===== src/rtl/dmem_arbiter.sv =====
// Data memory arbiter between the MEM stage and a debug access port.
// Core wins by default; a starved debug request forces a one-cycle core stall.
module dmem_arbiter #(
    parameter int DMEM_ADDR_WIDTH = 12,
    parameter int DMEM_WORD_WIDTH = 16,
    parameter int STARVE_LIMIT    = 8
) (
    input  logic                       clock,
    input  logic                       reset,
    input  logic                       in_core_rd_en,
    input  logic [DMEM_ADDR_WIDTH-1:0] in_core_rd_addr,
    input  logic                       in_core_wr_en,
    input  logic [DMEM_ADDR_WIDTH-1:0] in_core_wr_addr,
    input  logic [DMEM_WORD_WIDTH-1:0] in_core_wr_word,
    output logic [DMEM_WORD_WIDTH-1:0] out_core_rd_word,
    output logic                       out_core_stall,
    input  logic                       in_dbg_req,
    input  logic                       in_dbg_we,
    input  logic [DMEM_ADDR_WIDTH-1:0] in_dbg_addr,
    input  logic [DMEM_WORD_WIDTH-1:0] in_dbg_wdata,
    output logic                       out_dbg_ack,
    output logic                       out_dbg_rvalid,
    output logic [DMEM_WORD_WIDTH-1:0] out_dbg_rdata,
    output logic [DMEM_ADDR_WIDTH-1:0] out_mem_rd_addr,
    output logic [DMEM_ADDR_WIDTH-1:0] out_mem_wr_addr,
    output logic [DMEM_WORD_WIDTH-1:0] out_mem_wr_word,
    output logic                       out_mem_write_en,
    input  logic [DMEM_WORD_WIDTH-1:0] in_mem_rd_word
);

    typedef enum logic {
        IDLE,
        FORCE
    } state_e;

    localparam logic [7:0] LIMIT = 8'(STARVE_LIMIT);

    state_e                     state_q, state_d;
    logic [7:0]                 cnt_q, cnt_d;
    logic                       rvalid_q, rvalid_d;
    logic [DMEM_WORD_WIDTH-1:0] rdata_q, rdata_d;
    logic                       core_active;
    logic                       ack;

    assign core_active = in_core_rd_en | in_core_wr_en;

    // Grant decision, starvation counter and IDLE/FORCE transitions
    always_comb begin
        state_d = state_q;
        cnt_d   = 8'd0;
        ack     = 1'b0;
        unique case (state_q)
            IDLE: begin
                ack = in_dbg_req & ~core_active;
                if (in_dbg_req && !ack) begin
                    cnt_d = cnt_q + 8'd1;
                    if (cnt_d == LIMIT) begin
                        state_d = FORCE;
                    end
                end
            end
            FORCE: begin
                // Either granted now or abandoned; both end the stall
                ack     = in_dbg_req;
                state_d = IDLE;
            end
        endcase
    end

    // Debug read return: memory data arrives the cycle after the grant
    always_comb begin
        rvalid_d = ack & ~in_dbg_we;
        rdata_d  = rvalid_q ? in_mem_rd_word : rdata_q;
    end

    // State, counter and read-return registers
    always_ff @(posedge clock or negedge reset) begin
        if (!reset) begin
            state_q  <= IDLE;
            cnt_q    <= 8'd0;
            rvalid_q <= 1'b0;
            rdata_q  <= '0;
        end else begin
            state_q  <= state_d;
            cnt_q    <= cnt_d;
            rvalid_q <= rvalid_d;
            rdata_q  <= rdata_d;
        end
    end

    // Memory port steering: debug on grant, core otherwise
    always_comb begin
        if (ack) begin
            out_mem_rd_addr  = in_dbg_addr;
            out_mem_wr_addr  = in_dbg_addr;
            out_mem_wr_word  = in_dbg_wdata;
            out_mem_write_en = in_dbg_we;
        end else begin
            out_mem_rd_addr  = in_core_rd_addr;
            out_mem_wr_addr  = in_core_wr_addr;
            out_mem_wr_word  = in_core_wr_word;
            out_mem_write_en = in_core_wr_en;
        end
    end

    assign out_dbg_ack      = ack;
    assign out_core_stall   = (state_q == FORCE);
    assign out_core_rd_word = in_mem_rd_word;
    assign out_dbg_rvalid   = rvalid_q;
    // Live memory word in the return cycle, held copy afterwards
    assign out_dbg_rdata    = rvalid_q ? in_mem_rd_word : rdata_q;

endmodule


===== config.mk =====
export PLATFORM = sky130hd
export DESIGN_NAME = dmem_arbiter
export DESIGN_NICKNAME = d
export VERILOG_FILES = /design/src/rtl/dmem_arbiter.sv
export SDC_FILE = /design/constraint.sdc
export NUM_CORES = 1
export LEC_CHECK = 0
export ABC_AREA = 1
export CAP_MARGIN = 20
export CORE_ASPECT_RATIO = 0.75
export CORE_MARGIN = 4
export CORE_UTILIZATION = 32
export CTS_CLUSTER_DIAMETER = 80
export DETAILED_ROUTE_END_ITERATION = 16
export PLACE_DENSITY = 0.86
export SYNTH_ARGS = -nofsm -noshare
export SYNTH_HDL_FRONTEND = slang
export SYNTH_SLANG_ARGS = --single-unit

===== constraint.sdc =====
create_clock -name clock -period 2.93 [get_ports clock]
set_clock_uncertainty 0.1 [all_clocks]
set_input_delay 0.4395 -clock clock [delete_from_list [all_inputs] [get_ports clock]]
set_output_delay 0.4395 -clock clock [all_outputs]
set_load 0.05 [all_outputs]

## Word level (Yosys, flattened, before mapping)

Cells that the tools add are included.

| storage, ports and cells | value |
|---|---|
| bits in writable memories | 0 |
| word-level logic and storage cells | 25 |
| output and inout bits | 76 |
| bits in registers | 26 |
| memory bits (read-only) | 0 |
| bits in latches | 0 |
| memories | 0 |
| input port bits | 90 |

| cells by class | value |
|---|---|
| bitwise logic cells | 6 |
| reductions and logical operators | 2 |
| add/subtract/negate cells | 1 |
| eq/ne operators | 1 |
| shifts and indexed selects | 0 |
| divide/modulo/power cells | 0 |
| $mul | 0 |
| order comparisons | 0 |
| muxes and demuxes | 11 |

Operator list:

| cell | count |
|---|---|
| 2-to-1 mux 16 bit | 2 |
| 2-to-1 mux 12 bit | 2 |
| 2-to-1 mux 8 bit | 2 |
| adder 8 x 1 -> 8 bit, second input constant | 1 |
| == test 8 x 4 -> 1 bit, second input constant | 1 |
| one-hot mux 1 bit (2 select lines) | 2 |
| 2-to-1 mux 1 bit | 3 |
| NOT 1 bit | 3 |
| bitwise AND 1 bit | 2 |
| logical AND 1 bit | 1 |
| logical NOT 1 bit | 1 |
| OR 1 bit | 1 |

## Logic depth before layout (Yosys ltp)

| logic depth | value |
|---|---|
| depth after elaboration | 7 |
| gate-level depth with buffers | 8 |
| mapped depth without buffers | 8 |

## Least setup slack after synthesis

Ideal clock, no wire load.

| path | value |
|---|---|
| path type | reg-to-output |
| start point | register state_q, in the netlist out_core_stall |
| end point | output out_mem_write_en |
| arrival time | 1.834 ns |
| path buffers | 1 |
| stages on the path, launching flop included | 7 |
| required time | 2.391 ns |
| slack | 0.557 ns |
| path through | dfrtp_1 o21bai_1 nand2_1 inv_2 buf_4 nor2_1 nor2_1 |

| between the ends | value |
|---|---|
| longest elaborated chain between the ends | 3 |

Ends and longest elaborated chain:

| what | line | source |
|---|---|---|
| start: declaration | 38 | `state_e state_q, state_d;` |
| start signal: assignment | 84 | `state_q <= state_d;` |
| NOT 1 bit | - |  |
| one-hot mux 1 bit (2 select lines) * | 52 | `unique case (state_q)` |
| 2-to-1 mux 1 bit * | 93 | `if (ack) begin` |
| end: declaration | 27 | `output logic out_mem_write_en,` |

Mark *: on every way between the ends. The rest lies on a longest branch, timed or not.

## Worst setup path after layout

| path | value |
|---|---|
| start point | input in_core_wr_en |
| end point | output out_mem_wr_addr[7] |

| between the ends | value |
|---|---|
| longest elaborated chain between the ends | 5 |

Ends and longest elaborated chain:

| what | line | source |
|---|---|---|
| start: declaration | 12 | `input logic in_core_wr_en,` |
| OR 1 bit | 45 | `assign core_active = in_core_rd_en \| in_core_wr_en;` |
| NOT 1 bit | 54 | `ack = in_dbg_req & ~core_active;` |
| bitwise AND 1 bit | 54 |  |
| one-hot mux 1 bit (2 select lines) | 52 |  |
| 2-to-1 mux 12 bit | 93 |  |
| end: declaration | 25 | `output logic [DMEM_ADDR_WIDTH-1:0] out_mem_wr_addr,` |

No other way between the ends.

==> results by group <==
Synth
  – Cells after Synth: 233
  – Avg Synthesized Cell Area: 7.24 um2
  – Seq/Total Area, Yosys: 38.6%
  – Post-synth top area share: 38.6%
  – Mapped cell area: 1690 um2
  – Synth Register Bits: 26
  – Synth top area cells: dfrtp_1 39%, nand2_1 27%, mux2_2 11%, buf_4 8.9%, inv_1 2.7%
  – Post-synth cell types: 19
  – Warnings, synthesis: 0
  – Synth area leader: dfrtp_1
  – Net Count, Synth: 324

Setup path
  – Worst setup SP type: primary input
  – Worst Path Required: 2.39 ns
  – Crit-path cells: clkdlybuf4s50_1 -> o21bai_1 -> nand2_1 -> inv_2 -> buf_4 -> nand2_1 -> nand2_1 -> buf_12
  – Setup crit end kind: primary output
  – CP most frequent cell: nand2_1
  – WS Path Type: in2out
  – CP Max Fanout: 15
  – Worst Path Arrival: 1.95 ns
  – CP max stage cell: clkdlybuf4s50_1
  – Slowest cell delay on critical path: 0.42 ns

Routing
  – Post-DRT Antenna Nets: 0
  – Initial DRC Count: 103
  – Via density: 4.45
  – Initial DRT Pass Iterations: 4
  – DRC: 0
  – WL final: 7230 um
  – Via Count: 2014
  – Routed len/inst: 15.9 um

Timing
  – Slew margin rel.: 64.6%
  – Final hold slack: 0.399 ns
  – TNS Setup: 0 ns
  – Final-report hold violation count: 0
  – RSZ-0062 raised after global routing: no
  – Fmax: 0.401 GHz
  – Least-Margin Pin Slew: 0.530 ns
  – Setup ws final: 0.439 ns
  – Tcrit/Tclk final: 85.0%
  – Final setup viols: 0
  – Post-layout min period: 2.49 ns
  – Slew Limit Fails: 0

Clock network
  – CTS root buf: clkbuf_8
  – Clk_lat worst skew: 0.26 ns
  – H-tree levels: 1
  – CTS Hold Buffers Added: 0
  – Bufs on Longest Clock Path: 2
  – CTS clk-pin slew, worst paths: 0.08 ns
  – Setup Fix Bufs, Post-CTS: 0
  – CTS tree: yes
  – CTS resizes: 0
  – TritonCTS Buffers: 3
  – Clk sinks: 26

Pwr
  – Peak VDD IR: 0.000219 V
  – P_leak: 1.78 nW
  – PwrDens: 423 nW/um2

Cells and area
  – Antenna diodes: 0
  – Area Overhead vs Synth: 123%
  – Commonest non-fill, non-tap cell in the layout: clkdlybuf4s50_1
  – Most frequent cells in the layout: 123 x clkdlybuf4s50_1, 121 x nand2_1, 43 x buf_12
  – Fillcell total: 329
  – Final core utilization: 75.6%
  – Nets@finish: 474
  – Non-Filler Instances: 453
  – Layout cells sized above 1: 19.2%

Placed design
  – Cells after DPL: 450
  – Pre-CTS WS: 0.457 ns
  – RePlAce Congestion: 0.856
  – Port bufs: 165
  – Dpl hpwl: 6290 um

Floorplanning
  – Initial core utilization: 33.9%
  – Die W: 91.8 um
  – Core area: 4980 um2
  – Die Y: 70.9 um
  – Total die area: 6510 um2
  – # IOs: 166
  – Site Rows: 22

Status
  – Outcome: completed

Global routing
  – All-Layer GR Usage: 21.3%
  – Vias in the first global route: 2084
  – Overflow after GRT: 0
  – Initial antenna violation count: 0
  – Global-route wire length before repair: 10900 um
  – Largest net degree at the start of global routing: 42

Hold path
  – Worst hold path class: reg2reg

Flow run
  – Max cap viols: 0
[Yosys cell counts (all sizes together)]
| master | count |
|---|---|
| nand2 | 122 |
| dfrtp | 26 |
| buf | 25 |
| mux2 | 16 |
| inv | 13 |
| nor2 | 13 |
| nand3 | 7 |
| a21oi | 4 |
| nand4 | 2 |
| o21bai | 2 |
| ha | 1 |
| nor3 | 1 |
| o21ai | 1 |
[worst max-delay path, delay by kind of cell]
| kind | cells | cell delay (ns) |
|---|---|---|
| buffers and inverters | 4 | 0.88 |
| AND/OR/NAND/NOR | 3 | 0.42 |
| AO/OA/AOI/OAI | 1 | 0.20 |
[logic make-up (layout without fill, tap and decap cells)]
logic type,count (synthesis),after routing,share of synthesized area [%]
buf+inv,38,186,13.3
compound gates,7,7,2.82
flops,26,26,38.6
simple gates,145,145,33.9
mux,16,16,10.7
fa+ha+maj,1,1,0.742
[power by group]
group | switching (mW) | total (mW) | internal, mW | leakage, nW
registers | 0.0169 | 0.426 | 0.409 | 0.330
clock network | 0.102 | 0.194 | 0.0920 | 0.0216
logic | 0.547 | 0.973 | 0.426 | 1.43
[sequential cells by signal (all words and copies together) (netlist names)]
signal / count
cnt_q: 8
out_core_stall: 1
out_dbg_rvalid: 1
rdata_q: 16
[per-layer routing]
metal / share of wire [%] / global-route usage, % / wire [um] / vias up
met5: 0 / 0 / 0 / -
met2: 58 / 43.2 / 4160 / 75
met4: 1.7 / 3.79 / 122 / 0
met3: 6.9 / 5.74 / 496 / 8
li1: - / - / - / 1000
met1: 34 / 22.0 / 2440 / 931
[final timing paths]
| check | start | to | slack, ns | cells past startpoint |
|---|---|---|---|---|
| worst min-delay path | rdata_q[9] | rdata_q[9] | 0.40 | 1 |
| worst min register to register | rdata_q[9] | rdata_q[9] | 0.40 | 1 |
| worst max register to register | cnt_q[0] | out_core_stall | 1.48 | 7 |
| min in group asynchronous | reset | cnt_q[5] | 0.43 | 2 |
| max in group asynchronous | reset | cnt_q[3] | 2.06 | 2 |
| worst max-delay path | in_core_wr_en | out_mem_wr_addr[7] | 0.44 | 8 |
[area by class of cell]
| cell class | instances | area (um2) | area share [%] |
|---|---|---|---|
| repair buffers | 170 | 2120 | 56.4 |
| multi-input cells | 169 | 812 | 21.6 |
| flip-flops and latches | 26 | 651 | 17.3 |
| well taps | 72 | 90.1 | 2.39 |
| inverters | 13 | 48.8 | 1.30 |
| clock buffers | 3 | 41.3 | 1.10 |
[metrics by stage]
stage | total power, mW | cell area, um2
3_5_place_dp | 1.41 | 3720
6_report | 1.59 | 3760
5_1_grt | 1.66 | 3760
2_1_floorplan | 0.944 | 1690
3_3_place_gp | 1.39 | 3720
4_1_cts | 1.61 | 3760
Note: power is estimated with default switching activity, not from simulation.
